<file path="config.mk">
export PLATFORM = sky130hd
export DESIGN_NAME = spi_master_cfg_flat
export DESIGN_NICKNAME = d
export VERILOG_FILES = /design/src/rtl/spi_master_cfg_pkg.sv /design/src/rtl/spi_master_cfg_if.sv /design/src/rtl/spi_master_cfg_sclk_gen.sv /design/src/rtl/spi_master_cfg.sv /design/src/flat_wrapper.sv
export SDC_FILE = /design/constraint.sdc
export NUM_CORES = 1
export LEC_CHECK = 0
export CAP_MARGIN = 30
export CORE_UTILIZATION = 50
export DETAILED_ROUTE_END_ITERATION = 8
export DONT_BUFFER_PORTS = 1
export PLACE_DENSITY = 0.61
export SLEW_MARGIN = 40
export SYNTH_ARGS = -nofsm -noshare
export SYNTH_HDL_FRONTEND = slang
export SYNTH_HIERARCHICAL = 1
export SYNTH_SLANG_ARGS = --single-unit
</file>
<file path="constraint.sdc">
create_clock -name clk -period 4.3 [get_ports clk]
set_clock_uncertainty 0.2 [all_clocks]
set_input_delay 0.645 -clock clk [delete_from_list [all_inputs] [get_ports clk]]
set_output_delay 0.645 -clock clk [all_outputs]
set_load 0.01 [all_outputs]
</file>
<file path="src/rtl/spi_master_cfg_pkg.sv">
// Shared types for the SPI master: mode encoding, FSM states and a sizing helper.
package spi_master_cfg_pkg;

    typedef struct packed {
        logic cpol;
        logic cpha;
    } spi_mode_t;

    localparam spi_mode_t SPI_MODE0 = 2'b00;
    localparam spi_mode_t SPI_MODE1 = 2'b01;
    localparam spi_mode_t SPI_MODE2 = 2'b10;
    localparam spi_mode_t SPI_MODE3 = 2'b11;

    typedef enum logic [2:0] {
        ST_IDLE,
        ST_SETUP,
        ST_XFER,
        ST_HOLD,
        ST_DONE
    } spi_state_t;

    // Index width for n items, never narrower than one bit.
    function automatic int clog2_min1(input int n);
        return (n > 1) ? $clog2(n) : 1;
    endfunction

endpackage

</file>
<file path="src/rtl/spi_master_cfg_if.sv">
// Host-side request/response bundle for spi_master_cfg.
interface spi_master_cfg_if #(
    parameter int DATA_W = 8,
    parameter int NUM_CS = 4
);
    import spi_master_cfg_pkg::*;

    localparam int CS_W = clog2_min1(NUM_CS);

    logic              start;
    logic [DATA_W-1:0] data_in;
    logic [CS_W-1:0]   cs_sel;
    logic              cpol;
    logic              cpha;
    logic              lsb_first;
    logic [DATA_W-1:0] data_out;
    logic              done;
    logic              busy;

    modport master (
        output start, data_in, cs_sel, cpol, cpha, lsb_first,
        input  data_out, done, busy
    );

    modport slave (
        input  start, data_in, cs_sel, cpol, cpha, lsb_first,
        output data_out, done, busy
    );

endinterface

</file>
<file path="src/rtl/spi_master_cfg_sclk_gen.sv">
// SCLK generator: CLK_DIV phase counter, edge strobe with leading/trailing flag, owns sclk.
module spi_sclk_gen
    import spi_master_cfg_pkg::*;
#(
    parameter int CLK_DIV = 4
) (
    input  logic clk,
    input  logic reset_n,
    input  logic run,
    input  logic xfer,
    input  logic load,
    input  logic cpol_in,
    input  logic cpol,
    output logic tick,
    output logic edge_stb,
    output logic leading,
    output logic sclk
);
    localparam int                CNT_W    = clog2_min1(CLK_DIV);
    localparam logic [CNT_W-1:0]  CNT_LAST = CNT_W'(CLK_DIV - 1);

    logic [CNT_W-1:0] cnt;

    assign tick     = run && (cnt == CNT_LAST);
    assign edge_stb = tick && xfer;
    assign leading  = (sclk == cpol);

    always_ff @(posedge clk or negedge reset_n) begin
        if (!reset_n)
            cnt <= '0;
        else if (!run || tick)
            cnt <= '0;
        else
            cnt <= cnt + 1'b1;
    end

    // Idle level follows the most recently accepted cpol until the next transfer.
    always_ff @(posedge clk or negedge reset_n) begin
        if (!reset_n)
            sclk <= 1'b0;
        else if (load)
            sclk <= cpol_in;
        else if (edge_stb)
            sclk <= ~sclk;
    end

endmodule

</file>
<file path="src/rtl/spi_master_cfg.sv">
// Parametrised SPI master, all four CPOL/CPHA modes, MSB/LSB order, one-hot-low chip selects.
// Optional build macro SPI_MASTER_LOOPBACK_EN adds a loopback input that samples internal mosi.
module spi_master_cfg
    import spi_master_cfg_pkg::*;
#(
    parameter int DATA_W  = 8,
    parameter int NUM_CS  = 4,
    parameter int CLK_DIV = 4
) (
    input  logic              clk,
    input  logic              reset_n,
    spi_master_cfg_if.slave   host,
    input  logic              miso,
`ifdef SPI_MASTER_LOOPBACK_EN
    input  logic              loopback,
`endif
    output logic              sclk,
    output logic              mosi,
    output logic [NUM_CS-1:0] cs_n
);
    localparam int                CS_W     = clog2_min1(NUM_CS);
    localparam int                BIT_W    = $clog2(DATA_W);
    localparam logic [BIT_W-1:0]  BIT_LAST = BIT_W'(DATA_W - 1);
    localparam logic [CS_W:0]     CS_LIMIT = (CS_W + 1)'(NUM_CS);

    spi_state_t        state, state_nxt;
    spi_mode_t         mode;
    logic              lsb_l;
    logic [CS_W-1:0]   cs_l;
    logic [DATA_W-1:0] tx_sh, rx_sh, data_out_q;
    logic [BIT_W-1:0]  bit_cnt;
    logic              mosi_q;
    logic              accept, run, in_xfer, done_o;
    logic              tick, edge_stb, leading, last_bit, drive, sample, rx_bit;

    function automatic logic head_bit(input logic [DATA_W-1:0] w, input logic lsb);
        return lsb ? w[0] : w[DATA_W-1];
    endfunction

    function automatic logic [DATA_W-1:0] shift_out(input logic [DATA_W-1:0] w, input logic lsb);
        return lsb ? (w >> 1) : (w << 1);
    endfunction

    assign accept   = (state == ST_IDLE) && host.start && ({1'b0, host.cs_sel} < CS_LIMIT);
    assign run      = (state == ST_SETUP) || (state == ST_XFER) || (state == ST_HOLD);
    assign in_xfer  = (state == ST_XFER);
    assign last_bit = (bit_cnt == BIT_LAST);
    // cpha=0 drives on trailing edges only between bits; cpha=1 drives on every leading edge.
    assign drive    = edge_stb && (mode.cpha ? leading : (!leading && !last_bit));
    assign sample   = edge_stb && (mode.cpha != leading);

`ifdef SPI_MASTER_LOOPBACK_EN
    assign rx_bit = loopback ? mosi_q : miso;
`else
    assign rx_bit = miso;
`endif

    spi_sclk_gen #(
        .CLK_DIV (CLK_DIV)
    ) u_sclk_gen (
        .clk      (clk),
        .reset_n  (reset_n),
        .run      (run),
        .xfer     (in_xfer),
        .load     (accept),
        .cpol_in  (host.cpol),
        .cpol     (mode.cpol),
        .tick     (tick),
        .edge_stb (edge_stb),
        .leading  (leading),
        .sclk     (sclk)
    );

    always_ff @(posedge clk or negedge reset_n) begin
        if (!reset_n)
            state <= ST_IDLE;
        else
            state <= state_nxt;
    end

    always_comb begin
        state_nxt = state;
        unique case (state)
            ST_IDLE:  if (accept) state_nxt = ST_SETUP;
            ST_SETUP: if (tick) state_nxt = ST_XFER;
            ST_XFER:  if (edge_stb && !leading && last_bit) state_nxt = ST_HOLD;
            ST_HOLD:  if (tick) state_nxt = ST_DONE;
            ST_DONE:  state_nxt = ST_IDLE;
            default:  state_nxt = ST_IDLE;
        endcase
    end

    always_comb begin
        cs_n   = '1;
        done_o = (state == ST_DONE);
        for (int unsigned i = 0; i < NUM_CS; i++) begin
            if (run && (cs_l == CS_W'(i)))
                cs_n[i] = 1'b0;
        end
    end

    always_ff @(posedge clk or negedge reset_n) begin
        if (!reset_n) begin
            mode       <= SPI_MODE0;
            lsb_l      <= 1'b0;
            cs_l       <= '0;
            tx_sh      <= '0;
            rx_sh      <= '0;
            bit_cnt    <= '0;
            mosi_q     <= 1'b0;
            data_out_q <= '0;
        end else begin
            if (accept) begin
                mode    <= '{cpol: host.cpol, cpha: host.cpha};
                lsb_l   <= host.lsb_first;
                cs_l    <= host.cs_sel;
                rx_sh   <= '0;
                bit_cnt <= '0;
                // tx_sh always holds the not-yet-driven bits at its output end.
                if (host.cpha) begin
                    tx_sh  <= host.data_in;
                    mosi_q <= 1'b0;
                end else begin
                    tx_sh  <= shift_out(host.data_in, host.lsb_first);
                    mosi_q <= head_bit(host.data_in, host.lsb_first);
                end
            end
            if (drive) begin
                mosi_q <= head_bit(tx_sh, lsb_l);
                tx_sh  <= shift_out(tx_sh, lsb_l);
            end
            if (sample)
                rx_sh <= lsb_l ? {rx_bit, rx_sh[DATA_W-1:1]} : {rx_sh[DATA_W-2:0], rx_bit};
            if (edge_stb && !leading)
                bit_cnt <= bit_cnt + 1'b1;
            if ((state == ST_HOLD) && tick) begin
                data_out_q <= rx_sh;
                mosi_q     <= 1'b0;
            end
        end
    end

    assign mosi          = mosi_q;
    assign host.data_out = data_out_q;
    assign host.done     = done_o;
    assign host.busy     = run;

endmodule
</file>
<file path="src/flat_wrapper.sv">
// flat-port wrapper written by rule: the top's interface ports become plain ports
module spi_master_cfg_flat import spi_master_cfg_pkg::*;
#(
    parameter int DATA_W  = 8,
    parameter int NUM_CS  = 4,
    parameter int CLK_DIV = 4
)
  (clk, reset_n, miso, sclk, mosi, cs_n, host_start, host_data_in, host_cs_sel, host_cpol, host_cpha, host_lsb_first, host_data_out, host_done, host_busy);
  spi_master_cfg_if #(.DATA_W(DATA_W), .NUM_CS(NUM_CS)) host_i ();
  input  logic clk;
  input  logic reset_n;
  input  logic miso;
  output logic sclk;
  output logic mosi;
  output logic [NUM_CS-1:0] cs_n;
  input wire logic [$bits(host_i.start)-1:0] host_start;
  input wire logic [$bits(host_i.data_in)-1:0] host_data_in;
  input wire logic [$bits(host_i.cs_sel)-1:0] host_cs_sel;
  input wire logic [$bits(host_i.cpol)-1:0] host_cpol;
  input wire logic [$bits(host_i.cpha)-1:0] host_cpha;
  input wire logic [$bits(host_i.lsb_first)-1:0] host_lsb_first;
  output wire logic [$bits(host_i.data_out)-1:0] host_data_out;
  output wire logic [$bits(host_i.done)-1:0] host_done;
  output wire logic [$bits(host_i.busy)-1:0] host_busy;
  assign host_i.start = host_start;
  assign host_i.data_in = host_data_in;
  assign host_i.cs_sel = host_cs_sel;
  assign host_i.cpol = host_cpol;
  assign host_i.cpha = host_cpha;
  assign host_i.lsb_first = host_lsb_first;
  assign host_data_out = host_i.data_out;
  assign host_done = host_i.done;
  assign host_busy = host_i.busy;
  spi_master_cfg #(.DATA_W(DATA_W), .NUM_CS(NUM_CS), .CLK_DIV(CLK_DIV)) u_core (.clk(clk), .reset_n(reset_n), .host(host_i), .miso(miso), .sclk(sclk), .mosi(mosi), .cs_n(cs_n));
endmodule
</file>
== Word level (Yosys, flattened, before mapping) ==
Index checks and enable logic that the tools add are counted.
W data, S select, Z words.

* Input bits: 17
* Logic and storage cells: 86
* Output and inout bits: 16
* Bits in registers: 39

* Add/subtract/negate cells: 2
* Multiplexer cells: 29
* Reduce and logical (&&, ||, !) cells: 27
* Bitwise gates (word level): 1
* Equal/unequal tests: 15

{| class="wikitable"
|+ Operators with widths
! operator !! count
|-
| $mux W8 || 8
|-
| $mux W3 || 6
|-
| $logic_and A1 B1 Y1 || 13
|-
| $mux W1 || 13
|-
| $pmux W3 S4 || 1
|-
| $ne A2 B1 Y1 const B || 4
|-
| $reduce_bool A2 Y1 || 4
|-
| $eq A2 B2 Y1 const B || 3
|-
| $eq A3 B2 Y1 const B || 2
|-
| $eq A3 B3 Y1 const B || 2
|-
| $reduce_and A4 Y1 || 1
|-
| $add A3 B1 Y3 const B || 1
|-
| $eq A3 B1 Y1 const B || 1
|-
| $logic_not A1 Y1 || 3
|-
| $logic_not A3 Y1 || 1
|-
| $logic_or A1 B1 Y1 || 3
|-
| $reduce_bool A3 Y1 || 1
|-
| $add A2 B1 Y2 const B || 1
|-
| $eq A2 B1 Y1 const B || 1
|-
| $logic_not A2 Y1 || 1
|-
| $mux W2 || 1
|-
| $eq A1 B1 Y1 || 1
|-
| $ne A1 B1 Y1 || 1
|-
| $not A1 Y1 || 1
|}

== Longest topological paths before layout ==
Gate-level depths: netlist of run 1.

* Depth after elaboration: 9
* Gate-level depth with buffers: 8
* Gate-level depth less buffers: 7

== Modules after synthesis ==
Netlist of run 1, hierarchy kept.

{| class="wikitable"
|+ Modules (own cells, without submodules)
! module !! area an instance (µm²) !! sequential area each (µm²) !! cells an instance !! instances
|-
| spi_master_cfg || 1938.1 || 900.9 || 184 || 1
|-
| spi_sclk_gen || 150.1 || 75.1 || 12 || 1
|}

== Worst setup path before layout of run 1 ==
OpenSTA, ideal clock, no wires.

* Kind: flip-flop to flip-flop
* From: register u_core.state[0]
* To: register u_core.tx_sh[7]
* Library setup time: 0.122 ns
* Arrival: 1.937 ns
* Buffers on the path: 1
* Path slack: 2.041 ns
* Required time: 3.978 ns
* Cell stages (with the launch flop): 8
* Cell sequence: dfrtp_1 nor2_1 nor2_1 and3_4 nor4b_1 clkbuf_1 a211oi_1 a32o_1

* Word-level cells in the longest chain between the ends: 7
* Elaborated cells between the ends (all ways): 12

{| class="wikitable"
|+ Ends and longest elaborated chain
! item !! line !! text
|-
| start: declaration || spi_master_cfg.sv:26 || <nowiki>spi_state_t state, state_nxt;</nowiki>
|-
| start signal: assignment || spi_master_cfg.sv:78 || <nowiki>state <= state_nxt;</nowiki>
|-
| $eq A3 B1 Y1 / $eq A3 B2 Y1 (equally long branches) || spi_master_cfg.sv:45 || <nowiki>assign run = (state == ST_SETUP) || (state == ST_XFER) || (state == ST_HOLD);</nowiki>
|-
| $logic_or A1 B1 Y1 || spi_master_cfg.sv:45 ||
|-
| $logic_or A1 B1 Y1 * || spi_master_cfg.sv:45 ||
|-
| net host_busy || flat_wrapper.sv:24 || <nowiki>output wire logic [$bits(host_i.busy)-1:0] host_busy;</nowiki>
|-
| $logic_and A1 B1 Y1 * || spi_master_cfg_sclk_gen.sv:24 || <nowiki>assign tick = run && (cnt == CNT_LAST);</nowiki>
|-
| $logic_and A1 B1 Y1 * || spi_master_cfg_sclk_gen.sv:25 || <nowiki>assign edge_stb = tick && xfer;</nowiki>
|-
| net u_core.edge_stb || spi_master_cfg.sv:34 || <nowiki>logic tick, edge_stb, leading, last_bit, drive, sample, rx_bit;</nowiki>
|-
| $logic_and A1 B1 Y1 * || spi_master_cfg.sv:49 || <nowiki>assign drive = edge_stb && (mode.cpha ? leading : (!leading && !last_bit));</nowiki>
|-
| $mux W8 / $reduce_bool A2 Y1 (equally long branches) || - ||
|-
| end signal: assignment || spi_master_cfg.sv:121 || <nowiki>tx_sh <= host.data_in;</nowiki>
|-
| end signal: assignment || spi_master_cfg.sv:124 || <nowiki>tx_sh <= shift_out(host.data_in, host.lsb_first);</nowiki>
|-
| end signal: assignment || spi_master_cfg.sv:130 || <nowiki>tx_sh <= shift_out(tx_sh, lsb_l);</nowiki>
|-
| end: declaration || spi_master_cfg.sv:30 || <nowiki>logic [DATA_W-1:0] tx_sh, rx_sh, data_out_q;</nowiki>
|}

The timed path passes the listed nets; every way through them passes the cells marked *.
A chain may end at the register's enable or synchronous reset.

== Final worst setup path of run 1 ==
Ends and elaborated chain as after synthesis.

==> results of run 1 <==
## through the flow
stage | instances | power, uW | util | setup slack [ns] | cell area, um^2
after floorplan | 196 | 1070 | - | 2.04 | 2090
after global placement | 235 | 1140 | 0.526 | 1.99 | 2100
after detailed placement | 235 | 1160 | 0.526 | 1.92 | 2100
after CTS | 245 | 1500 | 0.564 | 1.89 | 2250
after global routing | 245 | 1590 | 0.564 | 1.72 | 2260
final | 245 | 1480 | 0.564 | 1.89 | 2260
## worst max-delay path by stage
stage | depth (start not counted) | slack [ns] | from | endpoint
2_1_floorplan | 7 | 2.04 | u_core/state[0] | u_core/tx_sh[7]
3_3_place_gp | 7 | 1.99 | u_core/state[0] | u_core/tx_sh[7]
3_5_place_dp | 7 | 1.92 | u_core/state[0] | u_core/tx_sh[7]
4_1_cts | 7 | 1.89 | u_core/state[0] | u_core/tx_sh[7]
5_1_grt | 6 | 1.72 | u_core/state[0] | u_core/tx_sh[7]
6_report | 7 | 1.89 | u_core/state[0] | u_core/tx_sh[7]
## area by class of cell
| class | count | area (um^2) |
|---|---|---|
| inverters | 5 | 18.8 |
| fillers | 352 | 1740 |
| clock buffers | 6 | 82.6 |
| flip-flops and latches | 39 | 977 |
| repair buffers | 3 | 37.5 |
| multi-input cells | 140 | 1040 |
| clock inverters | 2 | 38.8 |
| well taps | 50 | 62.6 |
## cell families after synthesis
kind of cell    count (synthesis)  share of synthesized area
simple gates                   63                      0.159
mux                            38                      0.191
buf+inv                        17                     0.0354
compound gates                 32                      0.113
xor+xnor                        4                     0.0168
fa+ha+maj                       3                     0.0180
flops                          39                      0.467
## cells in the final DEF (no fill, tap or decap), drive strengths merged
cell type / Yosys / routed
dfrtp: 39 / 39
nand2: 28 / 28
mux2i: 24 / 24
mux2: 14 / 14
a211oi: 10 / 10
nand2b: 7 / 7
o211ai: 7 / 7
clkbuf: 7 / 6
nor2: 6 / 6
a22oi: 6 / 6
inv: 5 / 6
nand3: 5 / 5
xnor2: 3 / 3
ha: 3 / 3
o21ai: 3 / 3
nand3b: 2 / 2
or2: 2 / 2
and2: 2 / 2
and3: 2 / 2
and3b: 2 / 2
buf: 5 / 2
bufinv: 0 / 1
or2b: 1 / 1
or4b: 1 / 1
or4: 1 / 1
nor2b: 1 / 1
or3: 1 / 1
nor4b: 1 / 1
o21a: 1 / 1
o31ai: 1 / 1
xor2: 1 / 1
a21oi: 1 / 1
a221oi: 1 / 1
a221o: 1 / 1
a32o: 1 / 1
dlygate4sd3: 0 / 1
nor3b: 1 / 1
## where the power goes
group          leakage [uW]  switching, uW  internal, uW
clock network     0.0000618            127           191
logic              0.000519            212           239
registers          0.000496            187           525
total               0.00108            527           954
## flip-flops by register name, summed over array words and instances, names as in the netlist
register,flops
u_core/mode,2
u_core/state,3
u_core/tx_sh,8
u_core/u_sclk_gen/cnt,2
u_core/u_sclk_gen/sclk,1
u_core/rx_sh,8
u_core/cs_l,2
u_core/mosi,1
u_core/lsb_l,1
u_core/bit_cnt,3
u_core/host.data_out,8
## metal layers
| layer | part of all wire | track usage | vias up |
|---|---|---|---|
| met3 | 0.038 | 0.0428 | 6 |
| met2 | 0.50 | 0.338 | 23 |
| met1 | 0.46 | 0.234 | 723 |
| li1 | - | - | 699 |
| met5 | 0 | 0 | - |
| met4 | 0.011 | 0.0798 | 0 |
## worst max-delay path, cell delays in order, from the launching register on
cell     delay [ns]
dfrtp_1        0.44
nor2_1         0.09
nor2_1         0.43
and3_4         0.33
nor4b_1        0.23
buf_4          0.22
or2_2          0.21
a32o_1         0.19
==> impl_metrics.json, run 1 <==
{
  "crit_fanout": 11,
  "setup_viol": 0,
  "synth_top_area_cell": "dfrtp_1",
  "min_delay_path_depth": 1,
  "place_congestion": 0.762,
  "p_leak_uw": 0.00108,
  "synth_commonest_cells": "39 x dfrtp_1, 28 x nand2_1, 24 x mux2i_1",
  "ys_ff_latch": 39,
  "wl_um": 4020,
  "grt_pass1_vias": 1441,
  "post-route-period-util": 0.561,
  "synth_top_area_frac": 0.467,
  "end_kind": "flip-flop",
  "grt_max_degree": 40,
  "yosys_warnings": 6,
  "cts_max_path_buffers": 2,
  "cts_tree": "yes",
  "drv_cap": 0,
  "hp-class": "reg -> reg",
  "die_w_um": 66.6,
  "io_buffer_count": 0,
  "rsz0062_at_grt": "no",
  "required_ns": 4.32,
  "maxSlewViolCount": 0,
  "criticalPathCategory": "reg -> reg",
  "synthArstFlopShare": 1.00,
  "synth_cell_types": 42,
  "wl_per_cell_um": 16.4,
  "vdd_ir_drop_max_v": 0.000349,
  "core-area_um2": 4000,
  "critPathArrivalTime_ns": 2.44,
  "start_util": 0.522,
  "die_y_um": 66.6,
  "final_nets": 214,
  "synth_area_leaders": "dfrtp_1 47%, mux2i_1 12%, mux2_2 7.5%",
  "post_cts_buffers": 0,
  "synth_edf_count": 0,
  "finalHoldViolCount": 0,
  "setup-tns-final_ns": 0,
  "vias": 1451,
  "synthMostInstantiatedCell": "dfrtp_1",
  "cts_resized": 0,
  "ant_nets": 0,
  "worst_slew_pin_slew_ns": 0.546,
  "relSlewSlack": 0.635,
  "status": "complete, no violations",
  "drive_above_1_share": 0.164,
  "htreeDepth": 2,
  "rrSetupSlack_ns": 1.89,
  "grt_pass1_wl_um": 6440,
  "area_growth_syn_to_layout_pct": 8.03,
  "synthFlopType": "dfrtp_1",
  "clkTransAtPathRegs_ns": 0.07,
  "dr.first_iter.drc_count": 71,
  "dieArea_um2": 4440,
  "yosysSeqAreaShare": 0.467,
  "hold_ws_ns": 0.239,
  "synth.net_count": 216,
  "grt-ovfl-total": 0,
  "cts_buffers": 5,
  "cp-start-kind": "flip-flop",
  "rows": 23,
  "hpwl_um": 2850,
  "antenna_found_initial": 0,
  "syn_avg_cell_area_um2": 10.7,
  "diodes": 0,
  "drcViolationCount": 0,
  "cts_num_sinks": 39,
  "max_freq_mhz": 414,
  "cts_hold_buf": 2,
  "holdPathEnd": "u_core/u_sclk_gen/cnt[0]",
  "viasPerCell": 5.92,
  "r2r_start": "u_core/state[0]",
  "track_usage": 0.196,
  "reg2reg_depth": 7,
  "clkLatencyLatePin_ns": 0.28,
  "p_per_area_nw_per_um2": 657,
  "hp-start": "u_core/u_sclk_gen/cnt[0]",
  "netlist_instances": 196,
  "ctsRootBufferMaster": "clkbuf_8",
  "io_pins": 33,
  "drt_first_pass_iters": 4,
  "netlist_area_um2": 2090,
  "regToRegEndpoint": "u_core/tx_sh[7]",
  "fin_crit_ns": 2.41
}
Note: power is estimated with default switching activity, not from simulation.
==> run 2, diff against run 1 <==
--- a/config.mk
+++ b/config.mk
@@ -9,7 +9,7 @@
 export CORE_UTILIZATION = 50
 export DETAILED_ROUTE_END_ITERATION = 8
 export DONT_BUFFER_PORTS = 1
-export PLACE_DENSITY = 0.61
+export PLACE_DENSITY = 0.64
 export SLEW_MARGIN = 40
 export SYNTH_ARGS = -nofsm -noshare
 export SYNTH_HDL_FRONTEND = slang
==> constraint.sdc (replaced) <==
create_clock -name clk -period 2.1 [get_ports clk]
set_clock_uncertainty 0.2 [all_clocks]
set_input_delay 0.315 -clock clk [delete_from_list [all_inputs] [get_ports clk]]
set_output_delay 0.315 -clock clk [all_outputs]
set_load 0.01 [all_outputs]
==> impl_metrics.json, run 2 (same netlist as run 1, synthesis figures left out) <==
{
  "status": "complete, no violations",
  "cp-start-kind": "flip-flop",
  "hold_ws_ns": 0.0118,
  "setup-tns-final_ns": 0,
  "cts_num_sinks": 39,
  "wl_um": 4330,
  "hpwl_um": 3030,
  "dieArea_um2": 4440,
  "io_pins": 33,
  "use_met3": 0.0479,
  "grt_max_degree": 40,
  "die_w_um": 66.6,
  "pwr-share-comb": 0.367,
  "p_per_area_nw_per_um2": 1260,
  "drcViolationCount": 0,
  "drv_cap": 0,
  "viasPerCell": 5.82,
  "clkTransAtPathRegs_ns": 0.07,
  "grt-ovfl-total": 0,
  "clkPwrFrac": 0.158,
  "cpPeakStageDelay_ns": 0.45,
  "drive_above_1_share": 0.223,
  "critPathArrivalTime_ns": 2.04,
  "endpoint": "u_core/tx_sh[7]",
  "worst_slack_ns": 0.0312,
  "busiest_layer": "met2",
  "grt_pass1_wl_um": 7180,
  "relSlewSlack": 0.693,
  "required_ns": 2.07,
  "final_nets": 230,
  "dr.first_iter.drc_count": 59,
  "start_util": 0.522,
  "htreeDepth": 2,
  "num-fill-cells": 338,
  "cts_max_path_buffers": 2,
  "place_ws_ns": -0.0286,
  "swShare": 0.372,
  "drt_first_pass_iters": 4,
  "grtUsageMet2": 0.354,
  "setup.worst_path.start": "u_core/state[2]",
  "core-area_um2": 4000,
  "cts_buffers": 5,
  "vias": 1518,
  "fin_crit_ns": 2.07,
  "track_usage": 0.217,
  "end_kind": "flip-flop",
  "setup_viol": 0,
  "wl_per_cell_um": 16.6,
  "regToRegEndpoint": "u_core/tx_sh[7]",
  "crit_path_cell_trace": "or2b_1, nor2_1, and3_4, nor4b_4, buf_4, buf_4, a211oi_1, a32o_1",
  "layout_common_cells": "37 x dfrtp_1, 28 x nand2_1, 24 x mux2i_1",
  "cts_tree": "yes",
  "cp_common_cell": "buf_4",
  "layout_commonest_cell": "dfrtp_1",
  "grt_pass1_vias": 1544,
  "rrSetupSlack_ns": 0.03,
  "rows": 23,
  "p_int_uw": 1890,
  "crit_path_top_delay_cell": "dfrtp_2",
  "p_leak_uw": 0.00114,
  "vdd_ir_drop_max_v": 0.000626,
  "fin_util": 0.596,
  "pwr-share-seq": 0.475,
  "max_freq_mhz": 483,
  "clkLatencyLatePin_ns": 0.28,
  "grt_use_met1": 0.275,
  "area_growth_syn_to_layout_pct": 14.3,
  "reg2reg_depth": 8,
  "worst_slew_pin_slew_ns": 0.460,
  "antenna_found_initial": 0,
  "maxSlewViolCount": 0,
  "hp-class": "in -> reg",
  "stdcell_count": 261,
  "post-route-period-util": 0.985,
  "ant_nets": 0,
  "crit_fanout": 7,
  "power.switching_uw": 1120,
  "ctsRootBufferMaster": "clkbuf_8",
  "io_buffer_count": 0,
  "r2r_start": "u_core/state[2]",
  "finalHoldViolCount": 0,
  "place_inst": 245,
  "place_congestion": 0.775,
  "criticalPathCategory": "reg -> reg",
  "die_y_um": 66.6,
  "diodes": 0
}
run 2: cell types whose count changed in the layout (fill, tap and decap cells not counted), sizes merged:
cell and change:
inv -1, clkinv +1, buf +11, bufinv -1
dlygate4sd3 +5, clkbuf +1
run 2: timing repair:
action,in CTS,in global routing
endpoints found under the setup margin,8,17
hold endpoints to repair,45,0
buffers inserted,0,1
pin swaps,0,3
hold buffers,7,0
resized for setup,3,7
run 2: worst min-delay path by stage:
| stage | from | endpoint | slack [ns] | depth (start not counted) |
|---|---|---|---|---|
| 2_1_floorplan | reset_n | u_core/bit_cnt[0] | -0.18 | 0 |
| 3_3_place_gp | reset_n | u_core/bit_cnt[0] | -0.18 | 0 |
| 3_5_place_dp | reset_n | u_core/bit_cnt[2] | -0.18 | 0 |
| 4_1_cts | host_cpha | u_core/mosi | 0.01 | 2 |
| 5_1_grt | host_cpha | u_core/mosi | 0.03 | 2 |
| 6_report | host_cpha | u_core/mosi | 0.01 | 2 |
run 2: final cells by class:
class	count	area [um^2]	share of cell area
clock buffer	7	76.3	0.0320
inverter	5	18.8	0.00787
timing repair buffer	19	174	0.0729
multi-input combinational	140	1070	0.449
tap	50	62.6	0.0262
sequential	39	978	0.410
clock inverter	1	5.00	0.00210
run 2: critical path: cells and delay by family (launching register included):
family,cells,cell delay (ns)
AND/OR/NAND/NOR,4,0.76
flip-flops,1,0.45
buffers and inverters,2,0.28
AO/OA/AOI/OAI,2,0.26
run 2: through the flow:
step | power, uW | area (um^2)
4_1_cts | 3010 | 2350
6_report | 3010 | 2390
3_3_place_gp | 2410 | 2180
2_1_floorplan | 2190 | 2090
5_1_grt | 3240 | 2390
3_5_place_dp | 2480 | 2180
run 2: power groups by stage:
stage | Clock, uW | Combinational, uW | Sequential (uW)
detailed placement | 0 | 1050 | 1430
global placement | 0 | 1000 | 1410
global route | 521 | 1250 | 1480
finish | 476 | 1100 | 1430
CTS | 496 | 1090 | 1420
floorplan | 0 | 873 | 1310
run 2: routing by layer:
layer,up-vias,part of all wire
met5,-,0
li1,725,-
met4,0,0.015
met1,761,0.47
met3,6,0.038
met2,26,0.48
